===== src/rtl/timeout_counter.sv =====
// rtl/timeout_counter.sv - parametrised watchdog/interval timeout counter (optional prescaler via TIMEOUT_COUNTER_PRESCALE_EN)
module timeout_counter #(
   parameter int WIDTH    = 3,
   parameter int TIMEOUT  = 6,
   parameter int PRESCALE = 4
) (
   input  logic             clk_i,
   input  logic             rst_i,
   input  logic             start_i,
   input  logic             stop_i,
   input  logic             mode_i,
   input  logic             load_i,
   input  logic [WIDTH-1:0] load_value_i,
   input  logic             ack_i,
   output logic [WIDTH-1:0] time_o,
   output logic             timeout_o,
   output logic             expired_o,
   output logic             busy_o
);

   localparam logic [1:0]       ST_IDLE    = 2'd0;
   localparam logic [1:0]       ST_RUN     = 2'd1;
   localparam logic [1:0]       ST_EXPIRED = 2'd2;
   localparam logic [WIDTH-1:0] TERM       = WIDTH'(TIMEOUT);

   // Reject parameter sets the counter cannot honour at elaboration time
   if (WIDTH < 2 || PRESCALE < 1 || TIMEOUT < 0 || TIMEOUT > (2 ** WIDTH) - 1) begin : g_bad_params
      $error("timeout_counter: illegal WIDTH/TIMEOUT/PRESCALE");
   end

   logic [1:0]       state_q, state_d;
   logic [WIDTH-1:0] time_q, time_d;
   logic             timeout_q, timeout_d;
   logic             mode_q, mode_d;
   logic [WIDTH-1:0] load_clamped;
   logic             advance;

   // Out-of-range load values saturate at the terminal value so Time never exceeds it
   assign load_clamped = (load_value_i > TERM) ? TERM : load_value_i;

`ifdef TIMEOUT_COUNTER_PRESCALE_EN
   localparam int            PW       = (PRESCALE > 1) ? $clog2(PRESCALE) : 1;
   localparam logic [PW-1:0] PRE_LAST = PW'(PRESCALE - 1);

   logic [PW-1:0] pre_q, pre_d;

   assign advance = (pre_q == PRE_LAST);

   // Count RUN cycles between advances; restart on stop, load, every advance and outside RUN
   always_comb begin
      pre_d = pre_q + 1'b1;
      if (state_q != ST_RUN || stop_i || load_i || advance) begin
         pre_d = '0;
      end
   end

   // Prescaler register
   always_ff @(posedge clk_i) begin
      if (rst_i) begin
         pre_q <= '0;
      end else begin
         pre_q <= pre_d;
      end
   end
`else
   assign advance = 1'b1;
`endif

   // Next-state selection in priority order Stop > Ack > Start > Load > advance
   always_comb begin
      state_d   = state_q;
      time_d    = time_q;
      mode_d    = mode_q;
      timeout_d = 1'b0;
      if (stop_i) begin
         state_d = ST_IDLE;
      end else begin
         case (state_q)
            ST_IDLE: begin
               if (start_i) begin
                  state_d = ST_RUN;
                  mode_d  = mode_i;
                  time_d  = load_i ? load_clamped : '0;
               end
            end
            ST_EXPIRED: begin
               if (ack_i) begin
                  if (start_i) begin
                     state_d = ST_RUN;
                     mode_d  = mode_i;
                     time_d  = load_i ? load_clamped : '0;
                  end else begin
                     state_d = ST_IDLE;
                     time_d  = '0;
                  end
               end
            end
            ST_RUN: begin
               if (load_i) begin
                  time_d = load_clamped;
               end else if (advance) begin
                  if (time_q == TERM) begin
                     timeout_d = 1'b1;
                     if (mode_q) begin
                        state_d = ST_EXPIRED;
                     end else begin
                        time_d = '0;
                     end
                  end else begin
                     time_d = time_q + 1'b1;
                  end
               end
            end
            default: begin
               state_d = ST_IDLE;
            end
         endcase
      end
   end

   // State, count and expiry pulse registers
   always_ff @(posedge clk_i) begin
      if (rst_i) begin
         state_q   <= ST_IDLE;
         time_q    <= '0;
         timeout_q <= 1'b0;
         mode_q    <= 1'b0;
      end else begin
         state_q   <= state_d;
         time_q    <= time_d;
         timeout_q <= timeout_d;
         mode_q    <= mode_d;
      end
   end

   assign time_o    = time_q;
   assign timeout_o = timeout_q;
   assign expired_o = (state_q == ST_EXPIRED);
   assign busy_o    = (state_q == ST_RUN);

endmodule

===== config.mk =====
export PLATFORM = sky130hd
export DESIGN_NAME = timeout_counter
export DESIGN_NICKNAME = d
export VERILOG_FILES = /design/src/rtl/timeout_counter.sv
export SDC_FILE = /design/constraint.sdc
export NUM_CORES = 1
export LEC_CHECK = 0
export CAP_MARGIN = 20
export CELL_PAD_IN_SITES_DETAIL_PLACEMENT = 1
export CELL_PAD_IN_SITES_GLOBAL_PLACEMENT = 2
export CORE_MARGIN = 8
export CORE_UTILIZATION = 24
export CTS_CLUSTER_SIZE = 10
export DETAILED_ROUTE_END_ITERATION = 10
export GPL_TIMING_DRIVEN = 0
export PLACE_DENSITY_LB_ADDON = 0.1
export RECOVER_POWER = 100
export SYNTH_ARGS = -nofsm -noshare
export SYNTH_HDL_FRONTEND = slang
export SYNTH_SLANG_ARGS = --single-unit

===== constraint.sdc =====
create_clock -name clk_i -period 1.9 [get_ports clk_i]
set_input_delay 0.38 -clock clk_i [delete_from_list [all_inputs] [get_ports clk_i]]
set_output_delay 0.38 -clock clk_i [all_outputs]
set_load 0.01 [all_outputs]

Word-level counts from Yosys, hierarchy flattened
Cells that the tools add are included.

word-level totals
  flip-flop bits (word level) = 7
  input bits = 10

cells by class
  $add $sub $neg = 1
  magnitude comparators = 1
  equality and inequality tests = 9
  multiplexer cells = 20
  bitwise operators = 2
  reductions and logical operators = 8

operators with widths
  cell                                                   count
  2-to-1 mux 3 bit                                       8
  2-to-1 mux 2 bit                                       5
  AND reduction 5 bit                                    2
  case mux 3 bit (3 select lines)                        1
  inequality test 2 bit, second input constant           3
  case mux 2 bit (3 select lines)                        1
  2-to-1 mux 1 bit                                       4
  inequality test 2 x 1 -> 1 bit, second input constant  2
  inequality test 4 bit, second input constant           1
  OR reduction 4 bit                                     1
  adder 3 x 1 -> 3 bit, second input constant            1
  equality test 3 bit, second input constant             1
  > comparator 3 bit, second input constant              1
  AND reduction 3 bit                                    1
  nonzero test 3 bit                                     1
  equality test 2 x 1 -> 1 bit, second input constant    1
  equality test 2 bit, second input constant             1
  logical NOT 2 bit                                      1
  inverter 1 bit                                         2
  case mux 1 bit (2 select lines)                        1
  nonzero test 2 bit                                     1
  OR reduction 2 bit                                     1

Longest topological paths before layout
Gate-level depths: netlist of run 1.

  depth in word-level cells = 6
  gate-level depth with buffers = 6

Worst setup path before layout of run 1
Ideal clock, no wire load.

  kind = register -> register
  from = reg state_q[0]
  to = reg time_q[1] (netlist: time_o[1])
  library setup time = 119 ps
  arrival = 1,612 ps
  data required time = 1,781 ps
  slack = 169 ps
  stages on the path, launching flop included = 6
  buffers on the path = 0
  period minus slack after synthesis = 1,731 ps
  cell sequence = dfxtp_1 inv_1 ha_1 a221o_1 a31o_2 o221a_2

on the way
  word-level cells in the longest chain between the ends = 3
  elaborated cells on any way between the ends = 9
  those cells by class = 5 x eq/ne; 1 x mux; 3 x reduce/logical

ends and longest elaborated chain
  element                                                                              line  source
  start, declared                                                                      31    logic [1:0] state_q, state_d;
  start signal, assigned                                                               129   state_q <= state_d;
  equality test 2 bit *                                                                n/a
  net expired_o                                                                        17    output logic expired_o,
  inequality test 2 bit (no source line) / nonzero test 3 bit (equally long branches)  n/a
  AND reduction 5 bit (no source line)                                                 n/a
  end signal, assigned                                                                 130   time_q <= time_d;
  end, declared                                                                        32    logic [WIDTH-1:0] time_q, time_d;

The timed path passes the listed nets; every way through them passes the cells marked *.
A chain may end at the register's enable or synchronous reset.

Worst setup path in the final report of run 1
  from = reg state_q[0]
  to = out expired_o

on the way
  word-level cells in the longest chain between the ends = 1

ends and longest elaborated chain
  element              line  source
  equality test 2 bit  138   assign expired_o = (state_q == ST_EXPIRED);
  end, declared        17

No other way between the ends.

==> results of run 1 <==
critical path, stage by stage (launching register included):
cell and delay (ns):
sky130_fd_sc_hd__dfxtp_2 0.35, sky130_fd_sc_hd__inv_1 0.12, sky130_fd_sc_hd__ha_4 0.19, sky130_fd_sc_hd__clkdlybuf4s50_1 0.54
worst max path at each step:
stage,cells past startpoint,to,slack (ns),start
final,3,expired_o,0.07,state_q[0]
after detailed placement,5,time_o[0],-0.16,stop_i
after global routing,3,expired_o,0.007,state_q[0]
after floorplan,5,time_o[1],0.17,state_q[0]
after CTS,3,busy_o,-0.02,state_q[1]
after global placement,5,time_o[0],-0.16,stop_i
power by group:
part	internal (W)	leakage [nW]	switching (W)	total, W
clock	0.0000797	0.0150	0.0000488	0.000129
sequential	0.000154	0.0578	0.00000872	0.000163
combinational	0.0000543	0.213	0.0000480	0.000102
total	0.000288	0.286	0.000105	0.000394
cell usage after synthesis (2+ instances only):
| cell | instances |
|---|---|
| sky130_fd_sc_hd__dfxtp_1 | 7 |
| sky130_fd_sc_hd__ha_1 | 5 |
| sky130_fd_sc_hd__nor2_1 | 7 |
| sky130_fd_sc_hd__nand2_1 | 6 |
| sky130_fd_sc_hd__mux2i_1 | 5 |
| sky130_fd_sc_hd__a21oi_1 | 3 |
| sky130_fd_sc_hd__o221a_2 | 2 |
| sky130_fd_sc_hd__inv_1 | 5 |
final cells by class:
cell class	instances	area [um2]	area share, %
tap	27	33.78	4.704
timing repair buffer	14	140.1	19.51
buffer	1	5.005	0.6969
sequential	7	142.6	19.86
inverter	5	18.77	2.613
clock buffer	4	26.28	3.659
multi-input combinational	42	351.6	48.95
per-stage QoR:
stage,std cells,hold slack [ns],power [W],setup WS [ns],instance area (um2)
finish,100,0.5161,0.0003937,0.06985,718.2
global route,100,0.5447,0.0004310,0.006617,718.2
CTS,100,0.5345,0.0003995,-0.01750,691.9
detailed placement,96,0.5256,0.0002621,-0.1572,660.6
global placement,96,0.5086,0.0002647,-0.1567,660.6
floorplan,55,0.4524,0.0002187,0.1691,486.7
what timing repair did:
action	in CTS	in global routing
endpoints found under the setup margin	2	2
gates cloned	0	0
gates resized for setup	2	6
cell families after synthesis:
| kind of cell | Yosys count | share of synthesized area [%] |
|---|---|---|
| AO/OA/AOI/OAI | 14 | 25.71 |
| buffers and inverters | 6 | 4.884 |
| flip-flops | 7 | 28.79 |
| multiplexers | 5 | 10.28 |
| adder cells (fa/ha/maj) | 5 | 12.85 |
| AND/OR/NAND/NOR | 18 | 17.48 |
flip-flops by register name, summed over array words and instances (netlist names):
name	count
mode_q	1
state_q	2
time_o	3
timeout_o	1
per-layer routing:
metal  up-vias  wire length [um]  GRT usage [%]
li1        239                 -              -
met1       213               688          9.964
met2        12               506          10.15
met3         5                93          3.340
met4         0                42          6.977
met5         -                 0              0
==> impl_summary.log, run 1 <==
[metrics] largest net degree at the start of global routing: 8
[metrics] vias in the first global route: 466
[metrics] Max Root-Sink Buffers: 2
[metrics] leading area contributor after synthesis: sky130_fd_sc_hd__dfxtp_1
[metrics] IO buf count: 14
[metrics] sequential element share of the synthesized area: 28.79%
[metrics] leakage power: 0.2861 nW
[metrics] startpoint types: flop
[metrics] Clock Skew: 0.0008483 ns
[metrics] worst reg2reg path depth: 5
[metrics] number of diodes: 0
[metrics] largest cells by area after synthesis: sky130_fd_sc_hd__dfxtp_1 (29%), sky130_fd_sc_hd__ha_1 (13%), sky130_fd_sc_hd__mux2i_1 (10%)
[metrics] Final Hold Fails: 0
[metrics] final net count: 89
[metrics] worst hold endpoint: state_q[1]
[metrics] Fmax achieved: 0.5464 GHz
[metrics] Power Density: 548.2 nW/um2
[metrics] width of the die: 61.04 um
[metrics] Final Max Slew Viols: 0
[metrics] Post-Syn Area: 486.7 um2
[metrics] Core Footprint: 1942 um2
[metrics] count of flip-flops with a built-in enable after synthesis: 0
[metrics] number of buffers inserted during clock tree synthesis: 3
[metrics] TritonCTS Sinks: 7
[metrics] initial drt markers: 11
[metrics] Synth warnings: 0
[metrics] total global-route track usage: 8.019%
[metrics] share of post-route cells with drive strength above 1: 23.29%
[metrics] Final setup viols: 0
[metrics] average instance area after synthesis: 8.849 um2
[metrics] top fanout value on the critical path: 6
[metrics] wire length reported by the detailed router: 1.330 mm
[metrics] global-route wire length before repair: 2.173 mm
[metrics] time the final worst path needs with I/O delays and setup: 1.830 ns
[metrics] Top FF cell, synth: sky130_fd_sc_hd__dfxtp_1
[metrics] leading cell type in the layout, fill and taps excluded: sky130_fd_sc_hd__clkdlybuf4s50_1
[metrics] Clock Pin Slew Worst Setup and Hold Paths: 0.05 ns
[metrics] filler cell count: 235
[metrics] cts-stage hold buffer count: 0
[metrics] total iterations of the first detailed-routing run: 4
[metrics] leftover overflow at the end of global routing: 0
[metrics] num ports: 16
[metrics] detailed placer's ending HPWL: 1.063 mm
[metrics] cell depth of the worst min-delay path: 2
[metrics] synthesized instance count: 55
[metrics] vias per cell: 4.690
[metrics] Cell variety after synth: 23
[metrics] run status: finished, final reports clean
[metrics] fraction of registers with async set or reset after synthesis: 0%
[metrics] peak supply drop: 0.2980 mV
[metrics] wire length per cell: 13.30 um
[metrics] Rows: 16
[metrics] Worst slew margin: 64.36%
[metrics] detailed-route via count: 469
[metrics] Worst Path Required: 1.52 ns
[metrics] Final GP Congestion: 0.7522
[metrics] R2R Path Start: state_q[0]
[metrics] Max-cap violations: 0
[metrics] Routed Antenna Nets: 0
[metrics] net count after synthesis: 70
[metrics] most used cells in the layout excluding fill and tap cells: sky130_fd_sc_hd__clkdlybuf4s50_1 (12), sky130_fd_sc_hd__nor2_1 (7), sky130_fd_sc_hd__nand2_1 (6), sky130_fd_sc_hd__mux2i_1 (5), sky130_fd_sc_hd__dfxtp_1 (5)
[metrics] die boundary height: 61.04 um
[metrics] share of the synthesized area in the top cell type: 28.79%
[metrics] initial antenna violation count: 0
[metrics] aggregate negative setup slack: 0 ns
[metrics] clock tree from TritonCTS: built
[metrics] Skew-Pair Late Insertion Delay: 0.24 ns
[metrics] Post-CTS Setup Bufs: 0
[metrics] Clock Root Buffer: sky130_fd_sc_hd__clkbuf_4
[metrics] startpoint-to-endpoint class of the critical path: reg -> out
[metrics] end-of-flow core utilization: 36.98%
[metrics] category of the worst setup path capture point: primary output
[metrics] effective utilization at floorplan: 25.06%
[metrics] unrepaired setup endpoints after global routing: false
[metrics] Reg2Reg Setup Slack: 0.12 ns
[metrics] die area: 3725 um2
[metrics] portion of the clock cycle consumed by the worst path in the final layout: 96.32%
[metrics] startpoint of the most critical hold path: state_q[1]
[metrics] relative area change from synthesis to final layout: 47.56%
[metrics] number of storage elements in the synthesis netlist: 7
[metrics] CTS H-tree depth: 1
[metrics] type of the tightest min-delay check: reg -> reg
[metrics] remaining routing DRC violations: 0
[metrics] arrival time reported for the critical path endpoint: 1.45 ns
[metrics] Least-Margin Pin Slew: 0.5345 ns
[metrics] worst r2r dst: time_o[0]
Note: power is estimated with default switching activity, not from simulation.
==> inputs of run 2 (changes only) <==
--- a/config.mk
+++ b/config.mk
@@ -5,6 +5,7 @@
 export SDC_FILE = /design/constraint.sdc
 export NUM_CORES = 1
 export LEC_CHECK = 0
+export ABC_CLOCK_PERIOD_IN_PS = 1900
 export CAP_MARGIN = 20
 export CELL_PAD_IN_SITES_DETAIL_PLACEMENT = 1
 export CELL_PAD_IN_SITES_GLOBAL_PLACEMENT = 2
@@ -12,7 +13,7 @@
 export CORE_UTILIZATION = 24
 export CTS_CLUSTER_SIZE = 10
 export DETAILED_ROUTE_END_ITERATION = 10
-export GPL_TIMING_DRIVEN = 0
+export GPL_TIMING_DRIVEN = 1
 export PLACE_DENSITY_LB_ADDON = 0.1
 export RECOVER_POWER = 100
 export SYNTH_ARGS = -nofsm -noshare
==> run 2 against run 1 <==
  * Cell count rose by 10%
  * Highest routed layer unchanged
  * Hold slack improved by 0.017 ns
  * Register-to-register slack barely moved
  * Non-clock buffer count rose by 10
  * Total power rose by 5.0%
  * Largest power group unchanged
  * Critical endpoint unchanged
  * First-iteration DRC count fell by 36%
  * Combinational power rose by 18%
==> impl_summary.log, run 2 (synthesis gave the netlist of run 1 again) <==
[metrics] Rows: 16
[metrics] startpoint types: flop
[metrics] initial antenna violation count: 0
[metrics] die boundary height: 61.04 um
[metrics] type of the tightest min-delay check: reg -> reg
[metrics] Max-cap violations: 0
[metrics] detailed placer's ending HPWL: 1.168 mm
[metrics] CTS H-tree depth: 1
[metrics] Core Footprint: 1942 um2
[metrics] clock tree from TritonCTS: built
[metrics] vias per cell: 4.545
[metrics] detailed-route via count: 500
[metrics] width of the die: 61.04 um
[metrics] leftover overflow at the end of global routing: 0
[metrics] Least-Margin Pin Slew: 0.3365 ns
[metrics] startpoint-to-endpoint class of the critical path: reg -> out
[metrics] arrival time reported for the critical path endpoint: 1.43 ns
[metrics] Post-CTS Setup Bufs: 0
[metrics] Final GP Congestion: 0.7774
[metrics] Routed Antenna Nets: 0
[metrics] total iterations of the first detailed-routing run: 4
[metrics] largest net degree at the start of global routing: 7
[metrics] relative area change from synthesis to final layout: 59.38%
[metrics] initial drt markers: 7
[metrics] Worst Path Required: 1.52 ns
[metrics] number of flip-flops in the largest register: 3
[metrics] wire length per cell: 13.04 um
[metrics] leakage power: 0.3401 nW
[metrics] aggregate negative setup slack: 0 ns
[metrics] multi-input combinational cell area: 335.3 um2
[metrics] Final setup viols: 0
[metrics] vias in the first global route: 507
[metrics] topmost layer with routed signal wires: met4
[metrics] Reg area: 140.1 um2
[metrics] Max Root-Sink Buffers: 2
[metrics] most used cells in the layout excluding fill and tap cells: sky130_fd_sc_hd__clkdlybuf4s50_1 (10), sky130_fd_sc_hd__buf_4 (9), sky130_fd_sc_hd__nor2_1 (7), sky130_fd_sc_hd__dfxtp_1 (7), sky130_fd_sc_hd__nand2_1 (6)
[metrics] startpoint of the most critical hold path: state_q[1]
[metrics] time the final worst path needs with I/O delays and setup: 1.811 ns
[metrics] unrepaired setup endpoints after global routing: false
[metrics] top fanout value on the critical path: 6
[metrics] Skew-Pair Late Insertion Delay: 0.25 ns
[metrics] number of non-filler instances in the completed layout: 110
[metrics] leading cell type in the layout, fill and taps excluded: sky130_fd_sc_hd__clkdlybuf4s50_1
[metrics] category of the worst setup path capture point: primary output
[metrics] total global-route track usage: 8.701%
[metrics] TritonCTS Sinks: 7
[metrics] run status: finished, final reports clean
[metrics] Power Density: 533.0 nW/um2
[metrics] effective utilization at floorplan: 25.06%
[metrics] Clock Skew: 0.006832 ns
[metrics] filler cell count: 238
[metrics] final net count: 99
[metrics] Clock Root Buffer: sky130_fd_sc_hd__clkbuf_4
[metrics] Clock Pin Slew Worst Setup and Hold Paths: 0.05 ns
[metrics] cts-stage hold buffer count: 0
[metrics] IO buf count: 15
[metrics] num ports: 16
[metrics] global-route wire length before repair: 2.366 mm
[metrics] R2R Path Start: state_q[1]
[metrics] wire length reported by the detailed router: 1.434 mm
[metrics] Fmax achieved: 0.5521 GHz
[metrics] metal2 WL: 594 um
[metrics] Final Hold Fails: 0
[metrics] wire length the detailed router placed on met1: 714 um
[metrics] amount of wire on met3 after detailed routing: 106 um
[metrics] Final Max Slew Viols: 0
[metrics] remaining routing DRC violations: 0
[metrics] number of diodes: 0
[metrics] peak supply drop: 0.3093 mV
[metrics] Worst slew margin: 77.37%
[metrics] portion of the clock cycle consumed by the worst path in the final layout: 95.33%
[metrics] placed cells: 106
[metrics] Critical path origin: state_q[0]
[metrics] number of buffers inserted during clock tree synthesis: 3
[metrics] die area: 3725 um2
[metrics] share of post-route cells with drive strength above 1: 22.89%
[run 2: where the power goes]
group	switching [W]	total, W	internal (W)
Combinational	0.0000528	0.000120	0.0000672
Sequential	0.00000680	0.000160	0.000153
Clock	0.0000532	0.000133	0.0000800
Total	0.000113	0.000413	0.000301
[run 2: area by class of cell]
type / instances / share of cell area, %
multi-input cells: 42 / 43.23
well taps: 27 / 4.355
flip-flops and latches: 7 / 18.06
inverters: 5 / 2.419
clock buffers: 4 / 3.387
repair buffers: 25 / 28.55
[run 2: final timing paths]
path / cells after the start / slack (ns) / end
worst max-delay path: 3 / 0.09 / expired_o
worst min-delay path: 2 / 0.53 / state_q[1]
worst max register to register: 6 / 0.13 / time_o[1]
worst min register to register: 2 / 0.53 / state_q[1]
[run 2: through the flow]
step / hold slack (ns) / instance area (um2) / total power (W) / util, % / worst slack, ns
global placement: 0.4822 / 740.7 / 0.0002864 / 38.14 / -0.05074
floorplan: 0.4524 / 486.7 / 0.0002187 / - / 0.1691
CTS: 0.5065 / 769.5 / 0.0004247 / 39.63 / 0.02445
global route: 0.5807 / 775.7 / 0.0004437 / 39.95 / 0.007842
detailed placement: 0.4879 / 740.7 / 0.0002852 / 38.14 / -0.04794
finish: 0.5332 / 775.7 / 0.0004135 / 39.95 / 0.08871
[run 2: per-layer routing]
metal  vias to the layer above  GRT usage (%)
met2                        11          11.49
met5                         -              0
li1                        259              -
met4                         0          6.977
met3                         2          3.340
met1                       228          10.81
[run 2: timing repair]
action | CTS | global route
setup endpoints to repair | 1 | 2
resized for setup | 1 | 2
gates cloned | 0 | 0
[run 2: worst max-delay path: stages, from the launching register on]
cell and delay, ns:
sky130_fd_sc_hd__dfxtp_1 0.33, sky130_fd_sc_hd__inv_1 0.13, sky130_fd_sc_hd__ha_4 0.19, sky130_fd_sc_hd__clkdlybuf4s50_1 0.54
==> inputs of run 3 (changes only) <==
--- a/config.mk
+++ b/config.mk
@@ -10,7 +10,8 @@
 export CELL_PAD_IN_SITES_DETAIL_PLACEMENT = 1
 export CELL_PAD_IN_SITES_GLOBAL_PLACEMENT = 2
 export CORE_MARGIN = 8
-export CORE_UTILIZATION = 24
+export CORE_UTILIZATION = 26
+export CTS_BUF_LIST = sky130_fd_sc_hd__clkbuf_4
 export CTS_CLUSTER_SIZE = 10
 export DETAILED_ROUTE_END_ITERATION = 10
 export GPL_TIMING_DRIVEN = 1
==> run 3 against run 2 <==
  * First-iteration DRC count grew 86%
  * Die area shrank 5.7%
  * Combinational power shrank 8%
  * Total power grew 3.7%
  * Core utilization grew 3.0 points
  * Maximum frequency grew 3.0%
  * Sequential share of layout area grew 0.63 points
  * Hold slack lost 0.011 ns
  * Clock power grew 18%
==> impl_summary.log, run 3 (synthesis gave the netlist of run 1 again) <==
[metrics] run status: finished, final reports clean
[metrics] Final GP Congestion: 0.7402
[metrics] unrepaired setup endpoints after global routing: false
[metrics] met3 Track Usage GR: 4.989%
[metrics] Fmax achieved: 0.5687 GHz
[metrics] detailed-route via count: 511
[metrics] leading cell type in the layout, fill and taps excluded: sky130_fd_sc_hd__clkdlybuf4s50_1
[metrics] num ports: 16
[metrics] final net count: 97
[metrics] category of the worst setup path capture point: flop
[metrics] Max Root-Sink Buffers: 2
[metrics] Core Footprint: 1745 um2
[metrics] total iterations of the first detailed-routing run: 4
[metrics] IO buf count: 15
[metrics] slowest library cell on the worst path: sky130_fd_sc_hd__dfxtp_1
[metrics] wire length reported by the detailed router: 1.402 mm
[metrics] number of flip-flops in the largest register: 3
[metrics] total global-route track usage: 8.692%
[metrics] Final Hold Fails: 0
[metrics] number of diodes: 0
[metrics] cell family with the largest share of critical-path delay: compound AO/OA/AOI/OAI gates
[metrics] number of non-filler instances in the completed layout: 106
[metrics] Power Density: 572.2 nW/um2
[metrics] Worst Slack Setup Final: 0.1416 ns
[metrics] Max-cap violations: 0
[metrics] leakage power: 0.3403 nW
[metrics] net switching fraction of the power: 27.59%
[metrics] critical path's largest stage delay: 0.42 ns
[metrics] TritonCTS Sinks: 7
[metrics] Clock Pin Slew Worst Setup and Hold Paths: 0.06 ns
[metrics] Worst Path Required: 2.05 ns
[metrics] internal power: 0.0003105 W
[metrics] Worst slew margin: 77.15%
[metrics] startpoint types: flop
[metrics] grt peak-use layer: met2
[metrics] most used cells in the layout excluding fill and tap cells: sky130_fd_sc_hd__clkdlybuf4s50_1 (9), sky130_fd_sc_hd__nor2_1 (7), sky130_fd_sc_hd__dfxtp_1 (7), sky130_fd_sc_hd__buf_4 (7), sky130_fd_sc_hd__nand2_1 (6)
[metrics] startpoint-to-endpoint class of the critical path: reg -> reg
[metrics] initial drt markers: 13
[metrics] width of the die: 59.27 um
[metrics] remaining routing DRC violations: 0
[metrics] Rows: 15
[metrics] die boundary height: 59.27 um
[metrics] Clock Root Buffer: sky130_fd_sc_hd__clkbuf_4
[metrics] time the final worst path needs with I/O delays and setup: 1.758 ns
[metrics] clock tree from TritonCTS: built
[metrics] cells along the critical path: inv_1 > ha_2 > a221o_1 > a31o_2 > o41ai_2
[metrics] type of the tightest min-delay check: reg -> reg
[metrics] post-route design area: 749.5 um2
[metrics] relative area change from synthesis to final layout: 53.98%
[metrics] effective utilization at floorplan: 27.89%
[metrics] share of post-route cells with drive strength above 1: 22.22%
[metrics] top fanout value on the critical path: 6
[metrics] CTS H-tree depth: 1
[metrics] Post-CTS Setup Bufs: 0
[metrics] vias per cell: 4.821
[metrics] GRT met1 Usage: 10.15%
[metrics] Least-Margin Pin Slew: 0.3415 ns
[metrics] Final setup viols: 0
[metrics] initial antenna violation count: 0
[metrics] area post-placement: 723.2 um2
[metrics] portion of the clock cycle consumed by the worst path in the final layout: 92.55%
[metrics] peak supply drop: 0.3078 mV
[metrics] vias in the first global route: 491
[metrics] met2 GRT Util: 11.86%
[metrics] arrival time reported for the critical path endpoint: 1.91 ns
[metrics] Combinational Power Share: 25.9%
[metrics] placed cells: 102
[metrics] Final Max Slew Viols: 0
[metrics] wire length per cell: 13.23 um
[metrics] clock network power share: 36.6%
[metrics] number of buffers inserted during clock tree synthesis: 3
[metrics] sequential share of power: 37.5%
[metrics] die area: 3512 um2
[metrics] leftover overflow at the end of global routing: 0
[metrics] Clock Skew: 0.01076 ns
[metrics] largest net degree at the start of global routing: 7
[metrics] Routed Antenna Nets: 0
[metrics] post-place setup slack: -0.05846 ns
[metrics] detailed placer's ending HPWL: 1.136 mm
[metrics] Skew-Pair Late Insertion Delay: 0.26 ns
[metrics] global-route wire length before repair: 2.228 mm
[metrics] Bufs and invs on worst path: 1
[metrics] total net switching power: 0.0001183 W
## run 3: cell count changes in the layout (fill, tap and decap cells not counted)
cell | previous run | this run
sky130_fd_sc_hd__clkbuf_4 | 3 | 4
sky130_fd_sc_hd__clkdlybuf4s25_1 | 1 | 0
sky130_fd_sc_hd__buf_4 | 9 | 7
sky130_fd_sc_hd__ha_2 | 0 | 1
sky130_fd_sc_hd__clkbuf_1 | 2 | 1
sky130_fd_sc_hd__ha_4 | 1 | 0
sky130_fd_sc_hd__dlygate4sd2_1 | 0 | 2
sky130_fd_sc_hd__clkdlybuf4s50_1 | 10 | 9
## run 3: power groups by stage
stage | registers [W] | logic [W] | clock network, W
finish | 0.000161 | 0.000111 | 0.000157
global route | 0.000162 | 0.000123 | 0.000176
CTS | 0.000161 | 0.000116 | 0.000164
detailed placement | 0.000164 | 0.000116 | 0
global placement | 0.000164 | 0.000117 | 0
floorplan | 0.000163 | 0.0000554 | 0
## run 3: repair_timing
item                                   CTS  global route
hold buffers                             0             0
setup endpoints to repair                2             0
endpoints found under the hold margin    0             0
resized for setup                        4             0
## run 3: final cells by class
class                   instances  area [um2]
well taps                      25       31.28
multi-input cells              42       325.3
flip-flops and latches          7       140.1
fillers                       218       996.0
repair buffers                 23       203.9
clock buffers                   4       30.03
inverters                       5       18.77
## run 3: metal layers
layer,share of wire [%],vias to the layer above
li1,-,257
met5,0,-
met4,1.9,0
met3,9.9,4
met1,49,234
met2,39,16
## run 3: tightest hold or removal path: cells and delay by family (launching register included)
kind / cells / cell delay, ns
and+or+nand+nor: 1 / 0.07
muxes: 1 / 0.06
DFF: 1 / 0.34
## run 3: path summary, 6_finish.rpt
check	from	end	slack, ns	depth (start not counted)
max	state_q[0]	time_o[0]	0.14	5
min	state_q[1]	state_q[1]	0.52	2
max reg2reg	state_q[0]	time_o[0]	0.14	5
min reg2reg	state_q[1]	state_q[1]	0.52	2
## run 3: metrics by stage
step	TNS (ns)	hold slack [ns]	utilization [%]	total power, W
after floorplan	0	0.4524	-	0.0002187
after global placement	-0.1116	0.5068	41.43	0.0002813
after detailed placement	-0.1540	0.5088	41.43	0.0002804
after CTS	0	0.5224	43.30	0.0004415
after global routing	0	0.5330	42.94	0.0004608
final	0	0.5223	42.94	0.0004289
